[config.mk]
export PLATFORM = sky130hd
export DESIGN_NAME = bdemux_8
export DESIGN_NICKNAME = d
export VERILOG_FILES = /design/src/rtl/bdemux_8.sv
export SDC_FILE = /design/constraint.sdc
export NUM_CORES = 1
export LEC_CHECK = 0
export CORE_MARGIN = 4
export CORE_UTILIZATION = 51
export CTS_CLUSTER_SIZE = 25
export DETAILED_ROUTE_END_ITERATION = 10
export GPL_TIMING_DRIVEN = 0
export PLACE_DENSITY = 0.86
export SLEW_MARGIN = 5
export SYNTH_ARGS = -nofsm -noshare
export SYNTH_HDL_FRONTEND = slang
export SYNTH_SLANG_ARGS = --single-unit
[constraint.sdc]
create_clock -name clk -period 4 [get_ports clk]
set_clock_uncertainty 0.15 [all_clocks]
set_input_delay 0.6 -clock clk [delete_from_list [all_inputs] [get_ports clk]]
set_output_delay 0.6 -clock clk [all_outputs]
set_load 0.01 [all_outputs]
[src/rtl/bdemux_8.sv]
// Registered 1-to-8 demultiplexer: each of eight slots buffers one word until its
// consumer acknowledges it; a write to an occupied, unacknowledged slot is dropped and latches err.
module bdemux_8 #(
    parameter int WIDTH = 16
) (
    input  logic             clk,
    input  logic             rst_n,
    input  logic [2:0]       s,
    input  logic [WIDTH-1:0] d,
    input  logic             wr,
    output logic             ready,
    output logic [WIDTH-1:0] A,
    output logic [WIDTH-1:0] B,
    output logic [WIDTH-1:0] C,
    output logic [WIDTH-1:0] D,
    output logic [WIDTH-1:0] E,
    output logic [WIDTH-1:0] F,
    output logic [WIDTH-1:0] G,
    output logic [WIDTH-1:0] H,
    output logic [7:0]       full,
    input  logic [7:0]       ack,
    output logic             err
);

    logic [WIDTH-1:0] slot_q [8];
    logic [WIDTH-1:0] slot_d [8];
    logic [7:0]       full_q;
    logic [7:0]       full_d;
    logic             err_q;
    logic             err_d;
    logic             accept_s;

    // A same-cycle ack frees the slot for the incoming write.
    assign ready    = ~full_q[s] | ack[s];
    assign accept_s = wr & ready;

    // Next-state: acks drain, an accepted write then (re)fills its slot.
    always_comb begin
        for (int i = 0; i < 8; i++) begin
            slot_d[i] = slot_q[i];
        end
        full_d = full_q & ~ack;
        err_d  = err_q;
        if (accept_s) begin
            slot_d[s] = d;
            full_d[s] = 1'b1;
        end else if (wr) begin
            err_d = 1'b1;
        end else begin
            err_d = err_q;
        end
    end

    // State registers; reset discards every held word.
    always_ff @(posedge clk or negedge rst_n) begin
        if (!rst_n) begin
            for (int i = 0; i < 8; i++) begin
                slot_q[i] <= {WIDTH{1'b0}};
            end
            full_q <= 8'h00;
            err_q  <= 1'b0;
        end else begin
            for (int i = 0; i < 8; i++) begin
                slot_q[i] <= slot_d[i];
            end
            full_q <= full_d;
            err_q  <= err_d;
        end
    end

    assign A    = slot_q[0];
    assign B    = slot_q[1];
    assign C    = slot_q[2];
    assign D    = slot_q[3];
    assign E    = slot_q[4];
    assign F    = slot_q[5];
    assign G    = slot_q[6];
    assign H    = slot_q[7];
    assign full = full_q;
    assign err  = err_q;

endmodule
Yosys cells after proc, flatten, opt, wreduce, memory -nomap -nowiden
Cells that the tools add are included.
{"block": "totals", "ramBits": 0, "register_bits": 137, "memories": 0, "rom_bits": 0, "output_inout_bits": 138, "latch_bits": 0}
{"block": "classes", "n_mux": 10, "addsub": 0, "shifts": 0, "order_cmp": 4, "div": 0, "eq_ne": 0, "multipliers": 0, "n_reduce_logical": 3, "n_bitwise": 8}
{"operator": "$bwmux 128", "count": 1}
{"operator": "$demux 16 s3", "count": 1}
{"operator": "$mux 16", "count": 1}
{"operator": "$and 8x8->8", "count": 1}
{"operator": "$mux 8", "count": 1}
{"operator": "$not 8->8", "count": 1}
{"operator": "$or 8x8->8", "count": 1}
{"operator": "$bmux 1 s3", "count": 2}
{"operator": "$ge 4x4->1 const B", "count": 1}
{"operator": "$lt 3x4->1 const B", "count": 1}
{"operator": "$lt 4x1->1 const B", "count": 1}
{"operator": "$not 3->4", "count": 1}
{"operator": "$demux 1 s3", "count": 1}
{"operator": "$ge 3x1->1 const B", "count": 1}
{"operator": "$mux 1", "count": 3}
{"operator": "$logic_and 1x1->1", "count": 2}
{"operator": "$not 1->1", "count": 2}
{"operator": "$reduce_and 2->1", "count": 1}
{"operator": "$and 1x1->1", "count": 1}
{"operator": "$or 1x1->1", "count": 1}

Longest topological paths before layout
Gate-level depths: netlist (run 1).
{"block": "depth", "ltp_word": 7, "mapped_depth": 6, "ltp_nobuf": 3}

Worst setup path before layout (run 1)
No wires, ideal clock.
{"block": "synth_timing", "path_kind": "input port to output port", "from": "input s[1]", "to": "output ready", "n_path_buf": 1, "slack_ns": 1.777, "required_time_ns": 3.250, "arrival_time_ns": 1.473, "cell_stages": 4, "path_cell_list": "buf_4 > mux2i_1 > mux4_1 > nand3_1"}
{"block": "synth_via", "elab_chain_len": 4}
{"item": "from (decl)", "line": "8", "text": "input logic [2:0] s,"}
{"item": "$bmux 1 s3", "line": "34", "text": "assign ready = ~full_q[s] | ack[s];"}
{"item": "$mux 1 (not written as such)", "line": "34"}
{"item": "$not 1->1", "line": "34"}
{"item": "$or 1x1->1 *", "line": "34"}
{"item": "to (decl)", "line": "11", "text": "output logic ready,"}
Every way passes the cells marked *; elsewhere a longest branch is shown, timed or not. The select of a mux whose other input is x is not followed.

Worst setup path in the final report (run 1)
Same ends and word-level chain as after synthesis.

==> impl_metrics.yaml, run 1 <==
global_routing:
  track_usage: 0.232
  grtUsageMet2: 0.400
  grt_max_degree: 73
  antenna_found_initial: 0
  top_usage_layer: "met2"
  grt_pass1_vias: 3919
  globalRouteMet1Util: 0.267
  grt_pass1_wl_mm: 22.4
  gr-total-overflow: 0
  grtUsageMet3: 0.0846
synth:
  syn_inst: 331
  synth_nets: 361
  post-synth-top-area-cell: "dfrtp_1"
  synth_seq_area_share: 0.619
  synthTopCellsByArea: "dfrtp_1, mux2_2, mux2_4"
  syn_avg_cell_area_um2: 16.7
  synth.top_cell.area_share: 0.619
  ys_ff_latch: 137
  syn_area_um2: 5540
  synth_cell_types: 27
  yosys_warnings: 0
clock_tree:
  clock_path_buffers: 2
  post_cts.repair.setup_buffers: 0
  clkTransAtPathRegs_ns: 0.06
  numCtsBuffers: 17
  cts_max_level: 4
  clock_sinks: 137
  cts_tree: "done"
  cts_resized: 0
  ctsRootBufferMaster: "clkbuf_8"
  clk_latency_ns: 0.51
setup_path:
  reg2reg_depth: 5
  crit_path_end_kind: "output port"
  regToRegSetupSlack_ns: 2.17
  rr_endpoint: "H[6]"
  crit_arrival_ns: 2.60
  crit_type: "primary input to output port"
  crit_end: "ready"
  cp-start-kind: "primary input"
  cp-startpoint: "s[1]"
  timing.rr.start: "full[7]"
  cp_max_fo: 10
  required_ns: 3.25
finish:
  fin_util: 0.770
  final_cell_mix: "clkdlybuf4s50_1, dfrtp_1, mux2_2, mux2_4, clkbuf_16"
  fin_nets: 547
  fill_cells: 639
  n_antenna_cell: 0
  drive_above_1_share: 0.314
  mostFrequentLayoutCell: "clkdlybuf4s50_1"
  area_growth_pct: 45.4
floorplanning:
  initial_utilization: 0.529
  die_h_um: 112
  die_w_um: 112
  die-area_um2: 12600
  rows: 37
  ios: 168
  core_um2: 10500
route:
  post-route-drc-count: 0
  first_pass_iters: 4
  viasPerCell: 5.22
  final_antenna_net_count: 0
  dr_total_vias: 3469
  drt-total-wl_mm: 14.0
  drt_iter0_drc: 100
  wire_per_inst_um: 21.1
timing:
  final-setup-viol-count: 0
  worst_pin_slew_ns: 0.590
  grt_setup_unrepaired: "no"
  slew_headroom: 0.607
  hold_viol_final: 0
  clock.fmax_mhz: 299
  drv_slew: 0
  holdWs_ns: 0.319
  min_period_ns: 3.35
  finalCritPeriodShare: 0.837
power:
  p_per_area_nw_per_um2: 611
  ir_worst_vdd_mv: 0.392
  p_leak_nw: 3.63
place:
  port-buffer-count: 165
  hpwl_mm: 9.89
  place.gp.congestion: 0.848
min_path:
  hp-class: "primary input to flop"
outcome:
  outcome: "completed"
flow_run:
  drv_cap: 0
-- worst max-delay path, stage by stage --
cell	delay, ns
clkdlybuf4s50_1	0.53
buf_4	0.21
mux2i_1	0.09
mux4_1	0.53
nand3_1	0.10
clkdlybuf4s50_1	0.55
-- state kept, by name, indices dropped and copies added (netlist names), 16 cells and up --
name,cells
A,16
B,16
C,16
D,16
E,16
F,16
G,16
H,16
-- report_power, final --
group	switching, mW	total, mW	leakage, nW	internal (mW)
combinational	0.477	1.30	1.66	0.825
sequential	0.182	1.88	1.66	1.70
clock	0.583	1.74	0.316	1.15
total	1.24	4.92	3.63	3.68
-- through the flow --
step           instance area [µm²]  total power [mW]  std cells  setup TNS (ns)  worst slack [ns]
2_1_floorplan                 5540              2.37        331               0              1.78
3_3_place_gp                  7360              3.15        632         -405.76             -2.97
3_5_place_dp                  7390              3.21        633               0             0.667
4_1_cts                       8050              4.96        665               0             0.664
5_1_grt                       8050              5.13        665               0             0.594
6_report                      8050              4.92        665               0             0.653
-- cell families after synthesis --
logic type	share of synthesized area
compound gates	0.0165
buf+inv	0.0375
flops	0.619
mux	0.304
simple gates	0.0230
-- cell type report --
cell class	count	area (µm²)	area share
tap	136	170	0.0211
multi-input combinational	170	1900	0.236
clock inverter	11	219	0.0272
sequential	137	3430	0.426
timing repair buffer	167	1690	0.210
inverter	6	22.5	0.00280
buffer	18	185	0.0230
clock buffer	20	435	0.0541
-- per-layer routing --
| metal | up-vias | wire length [µm] |
|---|---|---|
| met5 | - | 0 |
| met4 | 0 | 337 |
| met3 | 25 | 866 |
| met2 | 112 | 7290 |
| met1 | 1783 | 5550 |
| li1 | 1549 | - |
-- how the worst min path moves through the flow --
stage,start,endpoint,cells past startpoint
after floorplan,rst_n,A[0],0
after global placement,err,err,1
after detailed placement,err,err,1
after CTS,s[2],full[7],3
after global routing,s[2],full[7],3
final,s[2],full[7],3
-- synthesized netlist by cell type, drive strengths merged --
master     n
a2bb2oi    1
nand2      7
dfrtp    137
a41o       1
and2       1
o21ai      4
nand2b     5
nor2       1
mux4       1
nand4      1
nand3      2
mux2     129
a22oi      1
inv        6
a2111o     4
and3       2
buf       17
clkbuf     1
mux2i      7
nor2b      3
-- what timing repair did --
action	4_1_cts	5_1_grt
endpoints found under the setup margin	0	0
hold buffers	1	0
hold endpoints to repair	65	0
Note: power is estimated with default switching activity, not from simulation.
==> run 2: changes to the inputs <==
Settings changed: CORE_UTILIZATION 51 to 42, PLACE_DENSITY 0.86 to 0.76.
Clock period 4 ns to 3.06 ns, I/O delays scaled along.
==> impl_metrics.yaml, run 2 (synthesized netlist as in run 1, its figures left out) <==
outcome:
  outcome: "completed"
route:
  drt_iter0_drc: 133
  first_pass_iters: 4
  viasPerCell: 4.91
  dr_total_vias: 3439
  wire_per_inst_um: 20.2
  drt-total-wl_mm: 14.1
  final_antenna_net_count: 0
  post-route-drc-count: 0
setup_path:
  timing.rr.start: "full[7]"
  cp-startpoint: "ack[1]"
  critPathBufInv: 2
  critPathTopFamily: "buffers and inverters"
  crit_arrival_ns: 2.27
  cp_common_cell: "clkdlybuf4s50_1"
  crit_end: "ready"
  crit_type: "primary input to output port"
  regToRegSetupSlack_ns: 1.11
  required_ns: 2.45
  reg2reg_depth: 5
  rr_endpoint: "H[14]"
  worstPathCellList: "clkdlybuf4s50_1 > mux2i_1 > mux4_1 > nand3_1 > clkdlybuf4s50_1"
  critPathMaxStageDelay_ns: 0.55
  cp_num_cells: 5
  crit_path_end_kind: "output port"
  cp-start-kind: "primary input"
  cp_max_fo: 3
  worst_path_max_delay_cell: "mux4_1"
global_routing:
  top_usage_layer: "met2"
  globalRouteMet1Util: 0.242
  grt_pass1_vias: 3806
  antenna_found_initial: 0
  gr-total-overflow: 0
  grt_max_degree: 94
  grtUsageMet3: 0.0636
  grtUsageMet2: 0.330
  track_usage: 0.196
  grt_pass1_wl_mm: 21.9
power:
  ir_worst_vdd_mv: 0.448
  p_per_area_nw_per_um2: 751
  p_leak_nw: 3.59
timing:
  slew_headroom: 0.694
  holdWs_ns: 0.261
  hold_viol_final: 0
  final-setup-viol-count: 0
  finalCritPeriodShare: 0.940
  clock.fmax_mhz: 348
  grt_setup_unrepaired: "no"
  worst_pin_slew_ns: 0.459
  drv_slew: 0
  min_period_ns: 2.88
clock_tree:
  post_cts.repair.setup_buffers: 0
  cts_max_level: 4
  numCtsBuffers: 17
  clock_path_buffers: 2
  cts_tree: "done"
  clk_latency_ns: 0.41
  clock_sinks: 137
  ctsRootBufferMaster: "clkbuf_16"
  clkTransAtPathRegs_ns: 0.05
finish:
  area_growth_pct: 44.2
  stdcell_count: 700
  mostFrequentLayoutCell: "clkdlybuf4s50_1"
  final_cell_mix: "clkdlybuf4s50_1, dfrtp_1, mux2_2, mux2_4, clkbuf_16"
  fin_nets: 547
  n_antenna_cell: 0
  fin_area_um2: 7990
  fin_util: 0.625
  drive_above_1_share: 0.311
floorplanning:
  rows: 41
  initial_utilization: 0.434
  ios: 168
  die-area_um2: 15100
  core_um2: 12800
  die_w_um: 123
  die_h_um: 123
place:
  placed_cell_area_um2: 7430
  dp.cells: 669
  hpwl_mm: 10.1
  port-buffer-count: 165
  place.gp.congestion: 0.814
min_path:
  hp-class: "primary input to flop"
flow_run:
  drv_cap: 0
[run 2: where the power goes]
| part | internal, mW | leakage, nW | switching [mW] |
|---|---|---|---|
| clock network | 1.14 | 0.262 | 0.712 |
| logic | 1.08 | 1.67 | 0.617 |
| registers | 2.22 | 1.66 | 0.226 |
| total | 4.44 | 3.59 | 1.55 |
[run 2: layout make-up]
class	count	area [µm²]
fillers	966	4780
flip-flops and latches	137	3430
multi-input cells	170	1900
repair buffers	167	1690
clock buffers	22	464
well taps	172	215
plain buffers	18	189
clock inverters	8	73.8
inverters	6	22.5
[run 2: how the worst min path moves through the flow]
stage / slack (ns) / endpoint / cells past startpoint / startpoint
global placement: 0.30 / err / 1 / err
detailed placement: 0.27 / E[5] / 1 / rst_n
finish: 0.26 / full[7] / 3 / s[2]
CTS: 0.25 / full[7] / 3 / s[2]
floorplan: 0.01 / A[0] / 0 / rst_n
global route: 0.25 / full[7] / 3 / s[2]
[run 2: layer usage]
| metal | wire (µm) | vias up |
|---|---|---|
| li1 | - | 1541 |
| met1 | 5960 | 1793 |
| met2 | 7260 | 94 |
| met3 | 759 | 11 |
| met4 | 165 | 0 |
| met5 | 0 | - |
[run 2: what timing repair did]
item                                   in CTS  in global routing
endpoints found under the hold margin      44                  0
gates resized for setup                     0                  2
hold buffers                                1                  0
setup endpoints to repair                   0                  1
[run 2: metrics by stage]
step / TNS (ns) / setup WS, ns / total power [mW]
6_report: 0 / 0.182 / 6.00
5_1_grt: 0 / 0.145 / 6.27
4_1_cts: 0 / 0.0202 / 6.07
3_5_place_dp: 0 / 0.0329 / 4.19
3_3_place_gp: -527.93 / -3.86 / 4.13
2_1_floorplan: 0 / 1.09 / 3.10
[run 2: worst register-to-register path, cell delays in order, from the launching register on]
cell,delay [ns]
dfrtp_1,0.39
nand2b_1,0.09
nor2b_1,0.13
buf_2,0.27
buf_2,0.39
mux2_2,0.40
